File: config.mk
export PLATFORM = sky130hd
export DESIGN_NAME = rsi_sched
export DESIGN_NICKNAME = d
export VERILOG_FILES = /design/src/rtl/rsi_pkg.sv /design/src/rtl/rsi_rr_arb.sv /design/src/rtl/rsi_sched.sv
export SDC_FILE = /design/constraint.sdc
export NUM_CORES = 1
export LEC_CHECK = 0
export CORE_UTILIZATION = 40
export CTS_BUF_LIST = sky130_fd_sc_hd__clkbuf_8
export DETAILED_ROUTE_END_ITERATION = 8
export GPL_TIMING_DRIVEN = 0
export PLACE_DENSITY = 0.89
export SLEW_MARGIN = 5
export SYNTH_ARGS = -nofsm -noshare
export SYNTH_HDL_FRONTEND = slang
export SYNTH_SLANG_ARGS = --single-unit
File: constraint.sdc
create_clock -name clk -period 5.8 [get_ports clk]
set_input_delay 1.45 -clock clk [delete_from_list [all_inputs] [get_ports clk]]
set_output_delay 1.45 -clock clk [all_outputs]
set_load 0.005 [all_outputs]
File: src/rtl/rsi_pkg.sv
// Shared types and constants for the RSI evaluation scheduler.
package rsi_pkg;
  localparam int NCH_DEF = 4;
  localparam int W_DEF   = 32;
  localparam int RSI_MAX = 100;

  typedef enum logic [1:0] {
    ST_IDLE   = 2'd0,
    ST_WAIT   = 2'd1,
    ST_REPORT = 2'd2
  } state_t;
endpackage

File: src/rtl/rsi_rr_arb.sv
// Round-robin arbiter: one-hot grant to the first requester after last_grant.
module rsi_rr_arb
  import rsi_pkg::*;
#(
  parameter int NCH = NCH_DEF
) (
  input  logic [NCH-1:0]         req,
  input  logic [$clog2(NCH)-1:0] last_grant,
  output logic [NCH-1:0]         grant
);
  localparam int CW = $clog2(NCH);

  logic [CW:0] cand;
  logic        found;

  // Scan last_grant+1 .. last_grant+NCH, wrapping modulo NCH.
  always_comb begin
    grant = '0;
    found = 1'b0;
    cand  = '0;
    for (int i = 1; i <= NCH; i++) begin
      cand = {1'b0, last_grant} + (CW+1)'(i);
      if (cand >= (CW+1)'(NCH)) cand = cand - (CW+1)'(NCH);
      if (!found && req[cand[CW-1:0]]) begin
        grant[cand[CW-1:0]] = 1'b1;
        found = 1'b1;
      end
    end
  end
endmodule

File: src/rtl/rsi_sched.sv
// Round-robin scheduler sharing one fixed-latency RSI evaluator among NCH channels.
module rsi_sched
  import rsi_pkg::*;
#(
  parameter int NCH = NCH_DEF,
  parameter int W   = W_DEF,
  parameter int LAT = 2
) (
  input  logic                   clk,
  input  logic                   rst_n,
  input  logic [NCH-1:0]         req_valid,
  input  logic [NCH*W-1:0]       req_rsi,
  output logic [NCH-1:0]         req_ready,
  output logic [W-1:0]           eval_rsi,
  input  logic                   eval_out1,
  input  logic                   eval_out2,
  output logic                   res_valid,
  output logic [$clog2(NCH)-1:0] res_ch,
  output logic                   res_out1,
  output logic                   res_out2,
  output logic                   res_err,
  output logic                   busy
);
  localparam int           CW      = $clog2(NCH);
  localparam logic [W-1:0] RSI_LIM = W'(RSI_MAX);
  localparam logic [3:0]   LAT_LD  = 4'(LAT);

  state_t        state, state_nxt;
  logic [CW-1:0] last_grant;
  logic [3:0]    cnt;
  logic [NCH-1:0] grant;
  logic [CW-1:0] gnt_idx;
  logic [W-1:0]  gnt_rsi;
  logic          xfer;
  logic          rsi_bad;

  rsi_rr_arb #(.NCH(NCH)) u_arb (
    .req        (req_valid),
    .last_grant (last_grant),
    .grant      (grant)
  );

  always_comb begin
    gnt_idx = '0;
    gnt_rsi = '0;
    for (int c = 0; c < NCH; c++) begin
      if (grant[c]) begin
        gnt_idx = CW'(c);
        gnt_rsi = req_rsi[c*W +: W];
      end
    end
  end

  assign rsi_bad = (gnt_rsi > RSI_LIM);

  // Grants are only offered from IDLE and never while reset is held.
  always_comb begin
    state_nxt = state;
    req_ready = '0;
    xfer      = 1'b0;
    unique case (state)
      ST_IDLE: begin
        req_ready = rst_n ? grant : '0;
        xfer      = |(req_valid & req_ready);
        if (xfer) state_nxt = rsi_bad ? ST_REPORT : ST_WAIT;
      end
      ST_WAIT:   if (cnt == 4'd1) state_nxt = ST_REPORT;
      ST_REPORT: state_nxt = ST_IDLE;
      default:   state_nxt = ST_IDLE;
    endcase
  end

  // Result fields change only on the edge entering REPORT, so they hold between reports.
  always_ff @(posedge clk or negedge rst_n) begin
    if (!rst_n) begin
      state      <= ST_IDLE;
      last_grant <= CW'(NCH-1);
      cnt        <= '0;
      eval_rsi   <= '0;
      res_ch     <= '0;
      res_out1   <= 1'b0;
      res_out2   <= 1'b0;
      res_err    <= 1'b0;
    end else begin
      state <= state_nxt;
      if (xfer) begin
        last_grant <= gnt_idx;
        if (rsi_bad) begin
          res_ch   <= gnt_idx;
          res_err  <= 1'b1;
          res_out1 <= 1'b0;
          res_out2 <= 1'b0;
        end else begin
          eval_rsi <= gnt_rsi;
          cnt      <= LAT_LD;
        end
      end else if (state == ST_WAIT) begin
        cnt <= cnt - 4'd1;
        if (cnt == 4'd1) begin
          res_ch   <= last_grant;
          res_out1 <= eval_out1;
          res_out2 <= eval_out2;
          res_err  <= 1'b0;
        end
      end
    end
  end

  assign res_valid = (state == ST_REPORT);
  assign busy      = (state != ST_IDLE);
endmodule

# Word level (Yosys, flattened, before mapping)
# Index checks and enable logic that the tools add are counted.
# word_totals
ff_bits,45
latch_bits,0
ramBits,0
rom_bits,0
inputBits,136
out_inout_bits,43
wordCells,120
n_memories,0
# op_classes
n_addsub,9
mul,0
div_mod_pow,0
order_cmp,13
eq_ne,7
shift,0
muxes,59
n_bitwise,5
n_reduce_logical,19
# ops
cell,n
2-to-1 mux 32 bit,4
2-to-1 mux 4 bit,9
> comparator 32 x 7 -> 1 bit (second input constant),1
2-to-1 mux 2 bit,13
2-to-1 mux 1 bit,24
>= comparator 3 bit (second input constant),4
< comparator 2 x 3 -> 1 bit (second input constant),4
bitwise OR 4 bit,3
binary-select mux 1 bit (select 2 bit),4
demux 1 bit (select 2 bit),4
>= comparator 2 x 1 -> 1 bit (second input constant),4
subtractor 2 x 1 -> 2 bit (second input constant),4
logical AND 1 bit,7
adder 2 x 2 -> 3 bit (second input constant),2
inequality test 2 bit (second input constant),3
AND reduction 2 bit,3
nonzero test 2 bit,3
bitwise AND 4 bit,1
equality test 4 x 1 -> 1 bit (second input constant),1
one-hot mux 2 bit (2 select lines),1
OR reduction 4 bit,1
subtractor 4 x 1 -> 4 bit (second input constant),1
adder 2 x 1 -> 3 bit (second input constant),1
adder 2 x 3 -> 3 bit (second input constant),1
other kinds (7),9

# Depth between registers and ports, before layout
# logic_depth
depth_word,23
ltp_mapped,19
mapped_depth_nobuf,13

# By module
# From an unflattened synthesis, not the netlist that was laid out.
# hier_totals
hier_cells,286
area_unflattened_um2,2836.5
# by_module_without_submodules
mod,instances,cells_each,area_each_um2
rsi_sched,1,248,2478.6
rsi_rr_arb,1,38,357.8

# Worst setup path before layout
# OpenSTA, ideal clock, no wires.
# synth_timing
path_kind,input port to output port
start,in req_valid[2]
end,out req_ready[3]
arrival_time_ns,3.266
required_ns,4.350
slack_ns,1.084
cell_stages,8
cell_sequence,mux4_2 > or2_1 > buf_2 > o311a_1 > buf_2 > buf_6 > clkbuf_1 > nor2_1
# synth_between
elab_chain_len,14
word_cells_on_any_way,26
classes_between,mux: 17; bitwise: 3; reduce/logical: 6
# synth_lines
element,line,text
"start, declared",rsi_sched.sv:11,"input logic [NCH-1:0] req_valid,"
binary-select mux 1 bit (select 2 bit),rsi_rr_arb.sv:24,if (!found && req[cand[CW-1:0]]) begin
2-to-1 mux 1 bit (implied by the code),rsi_rr_arb.sv:24,
2-to-1 mux 1 bit,rsi_rr_arb.sv:24,
zero test 1 bit,rsi_rr_arb.sv:24,
logical AND 1 bit,rsi_rr_arb.sv:24,
2-to-1 mux 1 bit,rsi_rr_arb.sv:24,
zero test 1 bit,rsi_rr_arb.sv:24,
logical AND 1 bit,rsi_rr_arb.sv:24,
2-to-1 mux 1 bit,rsi_rr_arb.sv:24,
zero test 1 bit,rsi_rr_arb.sv:24,
logical AND 1 bit,rsi_rr_arb.sv:24,
2-to-1 mux 4 bit *,rsi_rr_arb.sv:24,
2-to-1 mux 4 bit *,rsi_sched.sv:63,req_ready = rst_n ? grant : '0;
2-to-1 mux 4 bit *,rsi_sched.sv:61,unique case (state)
"end, declared",rsi_sched.sv:13,"output logic [NCH-1:0] req_ready,"
# Every way passes the cells marked *; elsewhere a longest branch is shown, timed or not. The select of a mux whose other input is x is not followed.

# Final worst setup path
# layout_timing
start,in req_valid[3]
end,out req_ready[2]
# Same word-level chain as after synthesis.

==> flow_metrics.tcl <==
set metrics [dict create \
    antenna_found_initial 0 \
    p_leak_uw 0.002160 \
    clock_path_buffers 2 \
    post-route-worst-setup-slack_ns 0.07932 \
    final_cells 641 \
    synthTopCellsByArea "dfrtp_1 (34%), nor2b_1 (6.7%), o21ai_0 (5.1%), ha_1 (4.0%), nand2_1 (3.3%)" \
    core_area_um2 7687 \
    post-place-ws_ns -0.3757 \
    critical_path_class "in2out" \
    grt_overflow 0 \
    area_delta_synth_final_pct 64.81 \
    grt_pass1_wl_um 17210 \
    fp-row-count 32 \
    dp.cells 633 \
    rsz0062_at_grt "false" \
    cap_violations 0 \
    cts_root_buf "clkbuf_8" \
    outcome "finished clean" \
    cp.arrival_ns 4.27 \
    wl_per_cell_um 17.24 \
    timing.rr.start "last_grant[0]" \
    power.density_nw_per_um2 436.7 \
    ys_types 61 \
    tritoncts "yes" \
    crit_path_frequent_cell "clkdlybuf4s50_1" \
    cts.sinks 45 \
    grt_max_degree 37 \
    endpoint_kind "output pin" \
    worst_pin_slew_ns 0.7117 \
    report.final.slew_viol_count 0 \
    ys_seq_area_share_pct 35.67 \
    insertion_delay_ns 0.30 \
    dpl.hpwl_um 8663 \
    fmax_ghz 0.1748 \
    cp_data_required_time_ns 4.35 \
    num_antenna_cells 0 \
    grt_usage_pct 26.07 \
    synth_nets 498 \
    drt_first_pass_iters 5 \
    drtIter0Drc 180 \
    wl_met2_um 5603 \
    final_nets 684 \
    cts_buffers 5 \
    utilization_pct 67.84 \
    vias 3573 \
    cpPeakStageDelay_ns 0.52 \
    tns_ns 0 \
    period_minus_slack_ns 5.721 \
    cts.clk_slew.worst_paths_ns 0.09 \
    wl_um 11050 \
    rr_worst_depth 15 \
    cts_htree_levels 2 \
    maxSlewHeadroom_pct 52.48 \
    yosysTopAreaCell "dfrtp_1" \
    drtAntennaViolNets 0 \
    synth_top_area_share_pct 34.01 \
    dr.max_layer_used "met4" \
    r2r-end "eval_rsi[4]" \
    peakVddDrop_mv 0.2557 \
    synth_area_um2 3164 \
    wl_met3_um 735 \
    setup_viol 0 \
    numPortBuffers 178 \
    initial_utilization_pct 41.16 \
    critPathCapture "req_ready[2]" \
    layout-drive-gt1-share_pct 8.534 \
    cp_slowest_cell "mux4_2" \
    synth_edf_count 0 \
    routabilityCongestion 0.9383 \
    die_w_um 90.94 \
    ys_warn_count 0 \
    cp_cell_sequence "clkdlybuf4s50_1 -> mux4_2 -> or2_1 -> buf_2 -> o311a_1 -> clkbuf_2 -> buf_4 -> nor2_2 -> clkdlybuf4s50_1" \
    grt_pass1_vias 3546 \
    syn_inst 352 \
    hold_class "reg2reg" \
    met1_length_um 4487 \
    ys_ff_latch 45 \
    drc_errors 0 \
    startpoint_type "primary input" \
    rrSetupSlack_ns 0.47 \
    fin_crit_sh_pct 98.63 \
    cp-startpoint "req_valid[3]" \
    io_pins 179 \
    crit_path_max_fanout 10 \
    final-hold-violation-count 0 \
    via_per_inst 5.574 \
    hold_ws_ns 0.5023 \
    avgSynthCellArea_um2 8.989 \
    die_area_um2 8270 \
    die_h_um 90.94 \
    skew_ns 0.01042 \
    synthFlopType "dfrtp_1" \
    synthArstFlopShare_pct 100.0 \
]
==> cell families after synthesis <==
family	synth area share [%]
mux	6.564
compound gates	25.98
xor+xnor	0.5537
flops	35.67
simple gates	22.14
fa+ha+maj	3.954
buf+inv	5.140
==> state kept, by name (all words and copies together) (netlist names) <==
signal and count:
cnt 4, eval_rsi 32, last_grant 2, res_ch 2, res_err 1, res_out1 1, res_out2 1, state 2
==> worst max-delay path, delay by kind of cell <==
kind | cells | cell delay, ns
AOI/OAI and AO/OA | 1 | 0.29
buffers and inverters | 5 | 1.62
muxes | 1 | 0.52
and+or+nand+nor | 2 | 0.38
==> stage by stage <==
step | cell area, µm² | total power (µW)
floorplan | 3164 | 1503
global placement | 5074 | 2005
detailed placement | 5089 | 2018
CTS | 5213 | 2252
global route | 5215 | 2430
finish | 5215 | 2277
==> power by group <==
part	leakage, µW	internal (µW)	switching [µW]	total, µW
Sequential	0.000581	339	19.2	359
Combinational	0.00153	713	1010	1720
Clock	0.0000495	89.4	111	200
==> worst min path at each step <==
stage / to / start / slack (ns) / cells past startpoint
2_1_floorplan: eval_rsi[3] / eval_rsi[3] / 0.48 / 1
3_3_place_gp: eval_rsi[6] / eval_rsi[6] / 0.47 / 1
3_5_place_dp: eval_rsi[5] / eval_rsi[5] / 0.48 / 1
4_1_cts: eval_rsi[6] / eval_rsi[6] / 0.51 / 1
5_1_grt: eval_rsi[29] / eval_rsi[29] / 0.53 / 1
6_report: eval_rsi[3] / eval_rsi[3] / 0.50 / 1
==> metal layers <==
metal	track usage, %	vias up
li1	-	1672
met1	31.64	1705
met2	47.10	173
met3	4.606	23
met4	7.540	0
met5	0	-
==> what timing repair did <==
| action | in CTS | in global routing |
|---|---|---|
| gates resized for setup | 5 | 5 |
| hold buffers | 0 | 0 |
| pin swaps | 0 | 0 |
| endpoints found under the hold margin | 0 | 0 |
| endpoints found under the setup margin | 3 | 3 |
| cloned | 0 | 0 |
| buffers inserted | 2 | 0 |
==> final cells by class <==
type                            count  area [µm²]
Clock buffer                        5       68.82
Sequential cell                    45        1129
Multi-Input combinational cell    273        1888
Inverter                           13       48.80
Clock inverter                      3       26.28
Timing Repair Buffer              181        1814
Fill cell                         573        2472
Tap cell                          102       127.6
Buffer                             19       112.6
==> synth_stat cells, types with 8 or more instances <==
master and n:
a21oi_1 17, a22oi_1 9, clkbuf_1 12, dfrtp_1 43, ha_1 10, inv_1 13
nand2_1 28, nand3_1 11, nor2_1 18, nor2b_1 34, nor3_1 8, o21ai_0 32
==> layout by cell type, fill, tap and decap left out, drive strengths merged, types with 4 or more instances in the layout <==
cell type	n
inv	16
and2	6
a31o	4
mux2	8
nor3	8
o311a	4
o211ai	6
nand3	12
nand4	6
nand2	28
a22oi	9
a21oi	17
mux2i	5
dfrtp	43
nor2b	34
nor2	19
nor4	4
clkbuf	14
nand2b	4
buf	14
clkdlybuf4s50	176
a221oi	5
ha	10
o21ai	36
No activity file was read; power rests on OpenSTA's default activity.
